===== src/rtl/aes_block_serializer_pkg.sv =====
// rtl/aes_block_serializer_pkg.sv - shared constants and state encoding for the AES block serializer
package aes_block_serializer_pkg;

  localparam int          DATA_WIDTH = 32;
  localparam logic [15:0] LAST_TAG   = 16'h1111;
  localparam logic [15:0] HDR_TAG    = 16'hA5A5;

  // 4 words per 128-bit operand, 16 bytes per block
  localparam int WORD_CNT_W = 2;
  localparam int BYTE_CNT_W = 4;

  localparam logic [WORD_CNT_W-1:0] WORD_LAST = '1;
  localparam logic [BYTE_CNT_W-1:0] BYTE_LAST = '1;

  typedef enum logic [1:0] {
    ST_IDLE     = 2'd0,
    ST_LOAD_PT  = 2'd1,
    ST_LOAD_KEY = 2'd2,
    ST_EMIT     = 2'd3
  } state_t;

endpackage


===== src/rtl/aes_blk_regfile.sv =====
// rtl/aes_blk_regfile.sv - 128-bit plaintext and key store, word writes and byte reads
module aes_blk_regfile
  import aes_block_serializer_pkg::*;
(
  input  logic                  clock,
  input  logic                  reset_n,
  input  logic                  pt_we,
  input  logic                  key_we,
  input  logic [WORD_CNT_W-1:0] wr_idx,
  input  logic [31:0]           wr_data,
  input  logic [BYTE_CNT_W-1:0] rd_idx,
  output logic [7:0]            pt_byte,
  output logic [7:0]            key_byte
);

  logic [127:0] r_pt;
  logic [127:0] r_key;

  // Word n lands in bits [32n+31:32n]; the key is only overwritten by new key words
  always_ff @(posedge clock or negedge reset_n) begin
    if (!reset_n) begin
      r_pt  <= '0;
      r_key <= '0;
    end else begin
      if (pt_we)  r_pt[{wr_idx, 5'b00000} +: 32]  <= wr_data;
      if (key_we) r_key[{wr_idx, 5'b00000} +: 32] <= wr_data;
    end
  end

  assign pt_byte  = r_pt[{rd_idx, 3'b000} +: 8];
  assign key_byte = r_key[{rd_idx, 3'b000} +: 8];

endmodule


===== src/rtl/aes_block_serializer.sv =====
// rtl/aes_block_serializer.sv - frames host words into blocks and emits one key/data byte pair per write
module aes_block_serializer #(
  parameter int          DATA_WIDTH = aes_block_serializer_pkg::DATA_WIDTH,
  parameter logic [15:0] LAST_TAG   = aes_block_serializer_pkg::LAST_TAG,
  parameter logic [15:0] HDR_TAG    = aes_block_serializer_pkg::HDR_TAG
) (
  input  logic                  clock,
  input  logic                  reset_n,
  input  logic                  in_empty,
  output logic                  in_rd,
  input  logic [DATA_WIDTH-1:0] in_din,
  input  logic                  out_full,
  output logic                  out_wr,
  output logic [DATA_WIDTH-1:0] out_dout,
  output logic                  busy,
  output logic [7:0]            err_count
);

  import aes_block_serializer_pkg::*;

  state_t                  r_state;
  logic                    r_reuse;
  logic [WORD_CNT_W-1:0]   r_word;
  logic [BYTE_CNT_W-1:0]   r_byte;
  logic                    r_out_wr;
  logic [DATA_WIDTH-1:0]   r_out_dout;
  logic                    r_busy;
  logic [7:0]              r_err;

  logic                    w_pop;
  logic                    w_pt_we;
  logic                    w_key_we;
  logic [7:0]              w_pt_byte;
  logic [7:0]              w_key_byte;
  logic [15:0]             w_tag;

  // Pops are only offered while loading; the reset term keeps in_rd low during reset
  assign w_pop    = reset_n && !in_empty && (r_state != ST_EMIT);
  assign w_pt_we  = w_pop && (r_state == ST_LOAD_PT);
  assign w_key_we = w_pop && (r_state == ST_LOAD_KEY);
  assign w_tag    = (r_byte == BYTE_LAST) ? LAST_TAG : 16'h0000;

  aes_blk_regfile u_regfile (
    .clock    (clock),
    .reset_n  (reset_n),
    .pt_we    (w_pt_we),
    .key_we   (w_key_we),
    .wr_idx   (r_word),
    .wr_data  (in_din[31:0]),
    .rd_idx   (r_byte),
    .pt_byte  (w_pt_byte),
    .key_byte (w_key_byte)
  );

  // Block framing FSM with registered write strobe, output word, busy and error count
  always_ff @(posedge clock or negedge reset_n) begin
    if (!reset_n) begin
      r_state    <= ST_IDLE;
      r_reuse    <= 1'b0;
      r_word     <= '0;
      r_byte     <= '0;
      r_out_wr   <= 1'b0;
      r_out_dout <= '0;
      r_busy     <= 1'b0;
      r_err      <= 8'h00;
    end else begin
      r_out_wr <= 1'b0;
      case (r_state)
        ST_IDLE: begin
          if (w_pop) begin
            if (in_din[31:16] == HDR_TAG) begin
              r_reuse <= in_din[0];
              r_word  <= '0;
              r_state <= ST_LOAD_PT;
              r_busy  <= 1'b1;
            end else if (r_err != 8'hFF) begin
              r_err <= r_err + 8'd1;
            end
          end
        end
        ST_LOAD_PT: begin
          if (w_pop) begin
            r_word <= r_word + 2'd1;
            if (r_word == WORD_LAST) begin
              r_byte  <= '0;
              r_state <= r_reuse ? ST_EMIT : ST_LOAD_KEY;
            end
          end
        end
        ST_LOAD_KEY: begin
          if (w_pop) begin
            r_word <= r_word + 2'd1;
            if (r_word == WORD_LAST) begin
              r_byte  <= '0;
              r_state <= ST_EMIT;
            end
          end
        end
        ST_EMIT: begin
          // A full downstream FIFO simply holds the index and the last output word
          if (!out_full) begin
            r_out_wr   <= 1'b1;
            r_out_dout <= {w_tag, w_key_byte, w_pt_byte};
            r_byte     <= r_byte + 4'd1;
            if (r_byte == BYTE_LAST) begin
              r_state <= ST_IDLE;
              r_busy  <= 1'b0;
            end
          end
        end
        default: begin
          r_state <= ST_IDLE;
          r_busy  <= 1'b0;
        end
      endcase
    end
  end

  assign in_rd     = w_pop;
  assign out_wr    = r_out_wr;
  assign out_dout  = r_out_dout;
  assign busy      = r_busy;
  assign err_count = r_err;

endmodule


===== config.mk =====
export PLATFORM = sky130hd
export DESIGN_NAME = aes_block_serializer
export DESIGN_NICKNAME = d
export VERILOG_FILES = /design/src/rtl/aes_block_serializer_pkg.sv /design/src/rtl/aes_blk_regfile.sv /design/src/rtl/aes_block_serializer.sv
export SDC_FILE = /design/constraint.sdc
export NUM_CORES = 1
export LEC_CHECK = 0
export BUFFER_PORTS_ARGS = -buffer_cell sky130_fd_sc_hd__clkbuf_2
export CAP_MARGIN = 0
export CORE_MARGIN = 3
export CORE_UTILIZATION = 50
export CTS_CLUSTER_SIZE = 30
export DETAILED_ROUTE_END_ITERATION = 10
export PLACE_DENSITY = 0.68
export RECOVER_POWER = 50
export SLEW_MARGIN = 20
export SYNTH_ARGS = -nofsm -noshare
export SYNTH_HDL_FRONTEND = slang
export SYNTH_SLANG_ARGS = --single-unit

===== constraint.sdc =====
create_clock -name clock -period 2 [get_ports clock]
set_input_delay 0.1 -clock clock [delete_from_list [all_inputs] [get_ports clock]]
set_output_delay 0.1 -clock clock [all_outputs]
set_load 0.005 [all_outputs]

==> key figures, run 1 <==
Placed design
  • DP Wirelength: 21600 µm
  • Placement Setup Slack: -0.00652 ns
  • Placed inst area: 14300 µm²
  • Placer Congestion: 0.777
  • Port bufs: 66

Timing
  • Final setup viols: 0
  • Worst Tran Pin Value: approximately 1.0 ns
  • Skew final: 0.0124 ns
  • Relative slew margins: roughly a third
  • Worst-case hold slack: approximately 0.00021 ns
  • Fin. max-slew vios: 0
  • Final min period: 1.97 ns
  • Tcrit/Tclk final: a little under 100%
  • Setup ws final: 0.0336 ns
  • Max Clk Rate: 509 MHz
  • RSZ-0062 raised after global routing: true
  • Fin. Hold Viols: 0

Synthesis
  • Warnings from Yosys: 0
  • Sequential share of the synthesized area: between 50% and 60%
  • Mapped Avg Cell Area: 11.3 µm²
  • Number of synthesized flops with an enable pin: 0
  • Count of state elements after synthesis: 292
  • Synthesized area: 13200 µm²
  • Top FF cell, synth: dfrtp_1
  • Synth async-reset ratio: 100%
  • Yosys cell types: 48
  • Mapped Cells: between 1000 and 1500

Critical path
  • CP Launch Type: flop
  • WP data required: 1.90 ns
  • Crit path cell chain: ha_2 > or3b_4 > inv_8 > buf_12 > buf_6
  • CP max stage cell: or3b_4
  • Arr. time, crit path: around 1.9 ns
  • Crit Path Category: flop to primary output
  • CP endpoint kind: primary output
  • Largest stage delay, worst path: 0.42 ns
  • Crit-path max FO: 8

Global route
  • Largest net degree at the start of global routing: 167
  • Vias in the first global route: 9750
  • GR Overflow Total: 0
  • Initial antenna violation count: 0
  • All-Layer GR Usage: 24.1%
  • First-pass GRT wire length: 54600 µm

Floorplanning
  • Chip Height: 168 µm
  • Core ar.: 25500 µm²
  • Initial Util: approximately 52%
  • Chip width: 168 µm
  • FP Rows: 58
  • I/O pin total: 79
  • Die Area: 28400 µm²

CTS
  • Htree depth: 1
  • Clk pin slew, worst setup/hold paths: 0.06 ns
  • CTS tree: yes
  • Root buffer selected by CTS: clkbuf_16
  • Clk buf depth: 3
  • CTS buffer count: 30
  • Worst-Skew Late Latency: 0.56 ns
  • Clock sink count: 292

Routing
  • Routed vias/inst: 5.99
  • 1st-iter DRT viols: 954
  • DRT Pass-1 Iters: 5
  • Antenna Nets Post-Route: 0
  • Routed Wire Length: 35800 µm
  • WL/cell: 21.8 µm
  • Detailed-route via count: 9831
  • Post-route DRC: 0

Finish
  • FILL cells: 2049
  • Fraction of layout cells with a size suffix above 1: 23.6%
  • Inserted Diodes: 0
  • Final Cell Area: 15900 µm²
  • P&R area growth vs syn: 20.6%
  • Fin nets: 1336

Hold path
  • Hold WC Path Type: input pin to flop

Flow run
  • Max_cap viols: 0

Power
  • Overall Power: 21.9 mW
  • Worst vdd ir: 0.000935 V
  • Lkg Pwr: 7.18 nW
  • Pwr per Cell Area: 1380 nW/µm²

Outcome
  • Status: complete, no violations
## layout by cell type, fill, tap and decap left out, drive strengths merged, types with 6 or more instances in the layout
cell type	count
a22o	68
a31oi	18
buf	79
clkbuf	107
clkinv	12
conb	12
dfrtp	292
dlygate4sd3	30
ha	11
inv	7
mux2	20
mux2i	17
mux4	64
nand2	293
nand3	12
nor3	6
o21ai	194
o22ai	16
xor2	7
## area by class of cell
cell class              count  area, µm²  area share [%]
repair buffers            178       1600            10.1
clock buffers              38        842            5.29
multi-input cells         779       5540            34.8
clock inverters            16        169            1.06
flip-flops and latches    292       7310            45.9
inverters                   8       41.3           0.259
well taps                 330        413            2.59
## final timing paths
path / to / slack (ns) / start / cells past startpoint
hold reg to reg: u_regfile.r_key[70] / 0.48 / u_regfile.r_key[70] / 2
hold / removal: u_regfile.r_pt[25] / 0.0002 / in_din[25] / 3
setup reg to reg: u_regfile.r_key[32] / 0.05 / r_state[0] / 8
setup / recovery: in_rd / 0.03 / r_state[0] / 5
max in group asynchronous: r_byte[0] / 0.92 / reset_n / 3
min in group asynchronous: err_count[6] / 0.21 / reset_n / 3
## Yosys cell counts, types with 2 or more instances
cell      number  area share (%)
ha_1          11             1.0
inv_1          7            0.20
a21oi_1        4            0.15
nor3b_1        3            0.17
buf_2         13            0.49
clkbuf_1      70             2.0
xor2_1         7            0.46
a21o_1         3            0.17
nor3_1         4            0.15
buf_1          2           0.057
nand3_2        5            0.38
nand3_1        7            0.27
nand4_1        2           0.095
mux4_2        64              11
dfrtp_1      292              55
o211ai_1       2            0.11
o21ai_0      194             7.4
a31oi_1       18            0.85
buf_4         18             1.0
nor2_1         4            0.11
nor4_1         3            0.14
o22ai_1       16            0.76
a22o_1        66             4.4
nand4b_1       4            0.27
a22o_2         2            0.15
mux2i_1       17             1.3
nor3_2         2            0.15
mux2_2        19             1.6
nor2b_1        2           0.095
nand2_1      293             8.3
## cell families after synthesis
logic type | after synthesis | synth area share [%]
other | 1 | 0.0284
AOI/OAI and AO/OA | 310 | 14.4
xor gates and xnor gates | 7 | 0.465
DFF | 292 | 55.4
muxes | 101 | 13.9
and+or+nand+nor | 338 | 10.9
buffers and inverters | 112 | 3.88
adders and majority gates | 11 | 1.04
## what timing repair did
action,in CTS,in global routing
hold endpoints to repair,489,0
hold buffers,30,0
gates cloned,0,7
setup endpoints to repair,5,231
pin swaps,1,2
setup buffers,1,10
resized for setup,2,22
## critical path: cells and delay by family (launching register included)
| family | cells | cell delay (ns) |
|---|---|---|
| simple gates | 1 | 0.42 |
| flops | 1 | 0.39 |
| buf+inv | 3 | 0.29 |
| fa+ha+maj | 1 | 0.21 |
## through the flow
step                      util [%]  cells  TNS (ns)
final                         62.3   1641         0
after global routing          62.3   1641    -0.957
after CTS                     61.1   1624  -0.00451
after detailed placement      55.9   1540  -0.00652
after global placement        55.9   1540         0
after floorplan                  -   1183   -0.0183
## where the power goes
part	total, mW	internal (mW)	switching [mW]
sequential	8.48	7.48	1.01
combinational	7.66	3.57	4.09
clock	5.76	3.36	2.40
total	21.9	14.4	7.50
## state kept, by name, summed over array words and instances, names as in the netlist
name	count
u_regfile.r_key	128
out_dout	17
r_byte	4
r_state	2
r_reuse	1
err_count	8
r_word	2
out_wr	1
u_regfile.r_pt	128
busy	1
## layer usage
metal	vias up	routed length [µm]	track usage [%]
met5	-	0	0
met4	0	928	6.12
met3	59	2620	3.60
met2	381	17300	39.4
met1	4977	15000	34.3
li1	4414	-	-
Power figures use the tool's default switching activity.
==> run 2: changes to the inputs <==
ABC_AREA = 1   (was unset)
CORE_ASPECT_RATIO = 0.9   (was unset)
==> run 2 against run 1 <==
Effect of this change:
- the run now ends with capacitance limit, slew limit left
- critical path type is now flop to flop
- design area up 10%
- largest power group unchanged
- die area up 16%
- synthesized cell count up 82%
- combinational power down 34%
==> key figures, run 2 <==
Power
  • Lkg Pwr: about 9.3 nW
  • Clk pwr share: 32.5%
  • Internal: 11.4 mW
  • Comb power frac: 28.7%
  • Pwr per Cell Area: ~1000 nW/µm²
  • Overall Power: 17.8 mW
  • Sw Pwr: 6.40 mW
  • Share of total power in sequential cells: 38.8%
  • Worst vdd ir: 0.000682 V
  • Sw Ratio: 36.0%

CTS
  • Worst-Skew Late Latency: 0.58 ns
  • Htree depth: 1
  • CTS buffer count: 31
  • Clk buf depth: 3
  • Clk pin slew, worst setup/hold paths: 0.06 ns
  • Post-CTS setup repair buffer count: 0
  • Clock sink count: slightly below 300
  • Root buffer selected by CTS: clkbuf_16
  • CTS tree: yes

Synthesis
  • Number of synthesized flops with an enable pin: 0
  • Count of state elements after synthesis: 292
  • Mapped Cells: between 2000 and 2500
  • Synth area leaders: dfrtp_1 48%, nand2_1 24%, o21ai_0 5.7%, nand3_1 5.5%, nor2_1 3.0%
  • Warnings from Yosys: 0
  • Top cell type's share of synthesized area: 47.5%
  • Top FF cell, synth: dfrtp_1
  • Mapped Avg Cell Area: 7.21 µm²
  • Yosys cell types: 33
  • Area leader, netlist: dfrtp_1
  • Count leader, synth: nand2_1
  • Synthesized area: 15400 µm²
  • Top cells by count, synth: 989 x nand2_1, 292 x dfrtp_1, 174 x o21ai_0
  • Sequential share of the synthesized area: 47.5%
  • Synth async-reset ratio: 100%

Routing
  • Antenna Nets Post-Route: 0
  • Top Metal Used: met4
  • Post-route DRC: 0
  • 1st-iter DRT viols: 1636
  • Routed vias/inst: 5.57
  • Met1 WL: 21300 µm
  • Routed Wire Length: 48700 µm
  • Detailed-route via count: 14498
  • WL/cell: 18.7 µm
  • Routed length on met3: 4780 µm
  • WL met2: between 20000 and 25000 µm
  • DRT Pass-1 Iters: 5

Placed design
  • Placer Congestion: 0.880
  • Placed inst area: 16200 µm²
  • Count of placed standard cells including taps: 2518
  • Port bufs: 66
  • Placement Setup Slack: -0.0586 ns
  • DP Wirelength: 31700 µm

Critical path
  • WP data required: 2.49 ns
  • Crit-path max FO: 30
  • Register-to-Register Path Depth: 8
  • Crit Path Category: flop to flop
  • Largest stage delay, worst path: 0.48 ns
  • CP Launch Type: flop
  • Arr. time, crit path: 2.37 ns
  • Crit path cell chain: inv_1 > ha_2 > buf_12 > inv_1 > buf_12 > nor2_1 > nand2_1 > nand2_1
  • CP endpoint kind: flop
  • CP max stage cell: ha_2

Floorplanning
  • Chip Height: 172 µm
  • I/O pin total: 79
  • Chip width: 191 µm
  • Die Area: 32900 µm²
  • Initial Util: 51.1%
  • FP Rows: 60
  • Core ar.: 30100 µm²

Timing
  • Fin. max-slew vios: ~240
  • Relative slew margins: -8.07%
  • Worst-case hold slack: 0.0302 ns
  • Final setup viols: 0
  • Tcrit/Tclk final: 93.9%
  • Final min period: approximately 1.9 ns
  • Worst Tran Pin Value: 1.62 ns
  • Max Clk Rate: 533 MHz
  • Skew final: 0.0259 ns
  • Final setup TNS: 0 ns
  • RSZ-0062 raised after global routing: false
  • Setup ws final: 0.123 ns
  • Fin. Hold Viols: 0

Hold path
  • Hold path depth: 6
  • Hold WC Path Type: input pin to flop

Finish
  • Fin cells: 2603
  • Fraction of layout cells with a size suffix above 1: 10.4%
  • Final Cell Area: 17500 µm²
  • Fin nets: 2224
  • P&R area growth vs syn: 13.9%
  • Most frequent cells in the layout: 988 x nand2_1, 291 x dfrtp_1, 174 x o21ai_0, 170 x nand3_1, 122 x nor2_1
  • Layout Utilization: 58.2%
  • FILL cells: 2814
  • Leading cell type in the layout, fill and taps excluded: nand2_1
  • Inserted Diodes: 0

Global route
  • Largest net degree at the start of global routing: 123
  • Initial antenna violation count: 0
  • Vias in the first global route: 13710
  • All-Layer GR Usage: 29.5%
  • GR Overflow Total: 0
  • First-pass GRT wire length: 76200 µm

Outcome
  • Status: complete, but fails checks
  • Violated checks: capacitance limit, slew limit

Flow run
  • Max_cap viols: 2
[run 2: changes by cell type after synthesis, moves of 30 or more]
cell	previous run	this run
nand2_1	293	989
nand3_1	7	170
nor2_1	4	123
a22o_1	66	0
mux4_2	64	0
buf_2	13	69
o21ai_1	0	42
inv_1	7	45
a21oi_1	4	34
[run 2: per-layer routing]
| layer | vias up | track usage [%] |
|---|---|---|
| li1 | 6814 | - |
| met1 | 6936 | 43.9 |
| met2 | 660 | 43.4 |
| met3 | 88 | 5.80 |
| met4 | 0 | 9.60 |
| met5 | - | 0 |
[run 2: area by class of cell]
| type | count | area [µm²] | share of cell area (%) |
|---|---|---|---|
| clock buffer | 43 | 891 | 5.08 |
| clock inverter | 13 | 121 | 0.693 |
| inverter | 53 | 224 | 1.28 |
| multi-input combinational | 1642 | 7100 | 40.5 |
| sequential | 292 | 7310 | 41.7 |
| tap | 403 | 504 | 2.88 |
| timing repair buffer | 157 | 1370 | 7.81 |
[run 2: critical path: cells and delay by family (launching register included)]
kind,cells,cell delay (ns)
buffers and inverters,4,0.56
and+or+nand+nor,3,0.34
adders and majority gates,1,0.48
DFF,1,0.41
[run 2: cells by family (layout without fill, tap and decap cells)]
group / count (synthesis) / count (layout) / synth area share [%]
and+or+nand+nor: 1360 / 1361 / 36.2
DFF: 292 / 292 / 47.5
AOI/OAI and AO/OA: 250 / 250 / 8.14
buffers and inverters: 212 / 266 / 6.77
xor gates and xnor gates: 8 / 8 / 0.456
other: 1 / 12 / 0.0244
adders and majority gates: 11 / 11 / 0.895
[run 2: worst paths after layout]
path | start | endpoint | slack [ns]
max | r_word[1] | u_regfile.r_pt[41] | 0.12
min | in_empty | r_word[0] | 0.03
max reg2reg | r_word[1] | u_regfile.r_pt[41] | 0.12
min reg2reg | u_regfile.r_key[28] | u_regfile.r_key[28] | 0.47
max in group asynchronous | reset_n | u_regfile.r_pt[78] | 0.29
min in group asynchronous | reset_n | r_byte[0] | 0.34
[run 2: timing repair]
action | in CTS | in global routing
hold buffers | 27 | 0
hold endpoints to repair | 399 | 0
pin swaps | 0 | 1
gates cloned | 0 | 2
resized for setup | 1 | 10
endpoints found under the setup margin | 8 | 120
[run 2: power groups by stage]
stage | clock [mW] | sequential, mW | combinational, mW
2_1_floorplan | 0 | 6.87 | 3.11
3_3_place_gp | 0 | 6.97 | 4.84
3_5_place_dp | 0 | 6.98 | 4.88
4_1_cts | 5.83 | 6.88 | 4.96
5_1_grt | 6.07 | 6.96 | 5.53
6_report | 5.77 | 6.90 | 5.09
==> run 3: changes to the inputs <==
ABC_AREA = unset   (was 1)
==> run 3 against run 2 <==
Effect of this change:
- the flow now finishes without violations
- combinational power up 54%
- clock skew is 0.015 ns lower
- critical path depth stayed put
- register-to-register slack lost 0.096 ns
- final cell count fell by 36%
- sequential power rose by 24%
- die area is 14% lower
- utilization is 5.0 points higher
- via count fell by 31%
- flip-flop and latch count is the same
- largest cell class unchanged
- highest routed layer is now met5
==> key figures, run 3 (synthesized netlist as in run 1, its figures left out) <==
Placed design
  • DP Wirelength: 22400 µm
  • Port bufs: 66
  • Placer Congestion: 0.816
  • Placement Setup Slack: -0.0379 ns
  • Placed inst area: 14400 µm²

Power
  • Share of total power in sequential cells: between 30% and 40%
  • Clk pwr share: about a quarter
  • Worst vdd ir: 0.00113 V
  • Internal: 14.7 mW
  • Lkg Pwr: about 7.2 nW
  • Sw Pwr: 7.62 mW
  • Comb power frac: 35.1%
  • Sw Ratio: 34.1%
  • Pwr per Cell Area: ~1400 nW/µm²

Timing
  • Fin. Hold Viols: 0
  • Worst Tran Pin Value: around 0.99 ns
  • Final setup viols: 0
  • Skew final: roughly 0.011 ns
  • Tcrit/Tclk final: 98.6%
  • Max Clk Rate: between 500 and 600 MHz
  • Fin. max-slew vios: 0
  • Setup ws final: roughly 0.027 ns
  • Relative slew margins: around a third
  • Final min period: roughly 2.0 ns
  • RSZ-0062 raised after global routing: true

Outcome
  • Status: complete, no violations

Floorplanning
  • Core ar.: 25500 µm²
  • I/O pin total: 79
  • Chip Height: about 160 µm
  • Chip width: 177 µm
  • FP Rows: 55
  • Die Area: 28400 µm²
  • Initial Util: between 50 and 60%

Routing
  • DRT Pass-1 Iters: 6
  • Top Metal Used: met5
  • Routed vias/inst: about 6
  • Detailed-route via count: 10001
  • Met1 WL: 15900 µm
  • WL/cell: 22.7 µm
  • WL met2: 17900 µm
  • Antenna Nets Post-Route: 0
  • Routed length on met3: 3170 µm
  • Routed Wire Length: 37700 µm
  • Post-route DRC: 0
  • 1st-iter DRT viols: 844

Critical path
  • Arr. time, crit path: ~2.4 ns
  • R2r startpoint: r_state[0]
  • WP data required: 2.43 ns
  • CP endpoint kind: flop
  • R2R setup slack: 0.03 ns
  • CP Launch Type: flop
  • Crit-path max FO: 8
  • FF-to-FF End: u_regfile.r_key[48]
  • Register-to-Register Path Depth: 8
  • Crit Path Category: flop to flop

Global route
  • GR Overflow Total: 0
  • Largest net degree at the start of global routing: roughly 120
  • Vias in the first global route: 9902
  • Initial antenna violation count: 2
  • First-pass GRT wire length: 55000 µm
  • All-Layer GR Usage: between 20% and 30%

Finish
  • Most frequent cells in the layout: 289 x nand2_1, 289 x dfrtp_1, 173 x o21ai_0, 66 x a22o_1, 64 x mux4_2
  • Final Cell Area: approximately 16000 µm²
  • Fin nets: 1342
  • Fraction of layout cells with a size suffix above 1: between 20% and 30%
  • P&R area growth vs syn: 22.2%
  • FILL cells: roughly 2000

CTS
  • Clk pin slew, worst setup/hold paths: 0.06 ns
  • Clk buf depth: 3
  • CTS buffer count: 30
  • Clock sink count: about 290
  • Worst-Skew Late Latency: 0.56 ns
  • Root buffer selected by CTS: clkbuf_16
  • Htree depth: 1
  • CTS tree: yes

Hold path
  • Hold_sp: in_din[25]
  • Hold WC Path Type: input pin to flop
  • Hold path depth: 3
  • Worst hold path endpoint: u_regfile.r_key[25]

Flow run
  • Max_cap viols: 0
## run 3: how the worst max path moves through the flow
stage / startpoint / endpoint / slack (ns) / depth (start not counted)
after floorplan: r_state[1] / err_count[1] / -0.02 / 7
after global placement: r_state[0] / u_regfile.r_pt[20] / 0.07 / 7
after detailed placement: r_word[0] / r_state[0] / -0.04 / 5
after CTS: r_state[0] / err_count[4] / 0.005 / 7
after global routing: r_state[0] / r_state[0] / -0.04 / 6
final: r_state[0] / u_regfile.r_key[48] / 0.03 / 8
## run 3: per-layer routing
layer	global-route usage, %	up-vias
li1	-	4426
met1	35.5	5083
met2	39.4	441
met3	4.95	49
met4	4.64	2
met5	0	-
## run 3: metrics by stage
step	instances	utilization, %	power (mW)	hold slack [ns]	TNS (ns)
after floorplan	1183	-	13.0	-0.196	-0.0183
after global placement	1553	56.3	15.7	-0.0607	0
after detailed placement	1553	56.3	16.0	-0.0610	-0.0379
after CTS	1642	61.8	22.0	0.0174	0
after global routing	1661	63.2	23.5	0.0197	-1.78
final	1661	63.2	22.3	0.0212	0
## run 3: repair_timing
item                                    4_1_cts  5_1_grt
hold buffers                                 33        0
pin swaps                                     1        7
endpoints found under the hold margin       226        0
gates cloned                                  0       10
setup buffers                                 1        8
gates resized for setup                       0       46
endpoints found under the setup margin        1      124
## run 3: worst max-delay path: stages (launching register included)
cell	delay, ns
dfrtp_1	0.38
ha_2	0.19
or3b_4	0.41
inv_8	0.10
buf_6	0.13
nand3_4	0.21
clkbuf_16	0.28
nand2_2	0.07
o21ai_1	0.05
## run 3: power groups by stage
stage / Clock (mW) / Sequential (mW) / Combinational [mW]
3_3_place_gp: 0 / 8.52 / 7.18
2_1_floorplan: 0 / 8.18 / 4.83
3_5_place_dp: 0 / 8.58 / 7.38
6_report: 5.96 / 8.53 / 7.85
4_1_cts: 6.04 / 8.48 / 7.49
5_1_grt: 6.29 / 8.68 / 8.56
## run 3: final cells by class
cell class	count	area, µm²	share of cell area, %
sequential	292	7310	45.3
multi-input combinational	779	5570	34.5
timing repair buffer	184	1730	10.7
clock buffer	39	846	5.24
tap	342	428	2.65
clock inverter	16	214	1.33
inverter	8	37.5	0.233
antenna	1	2.50	0.0155
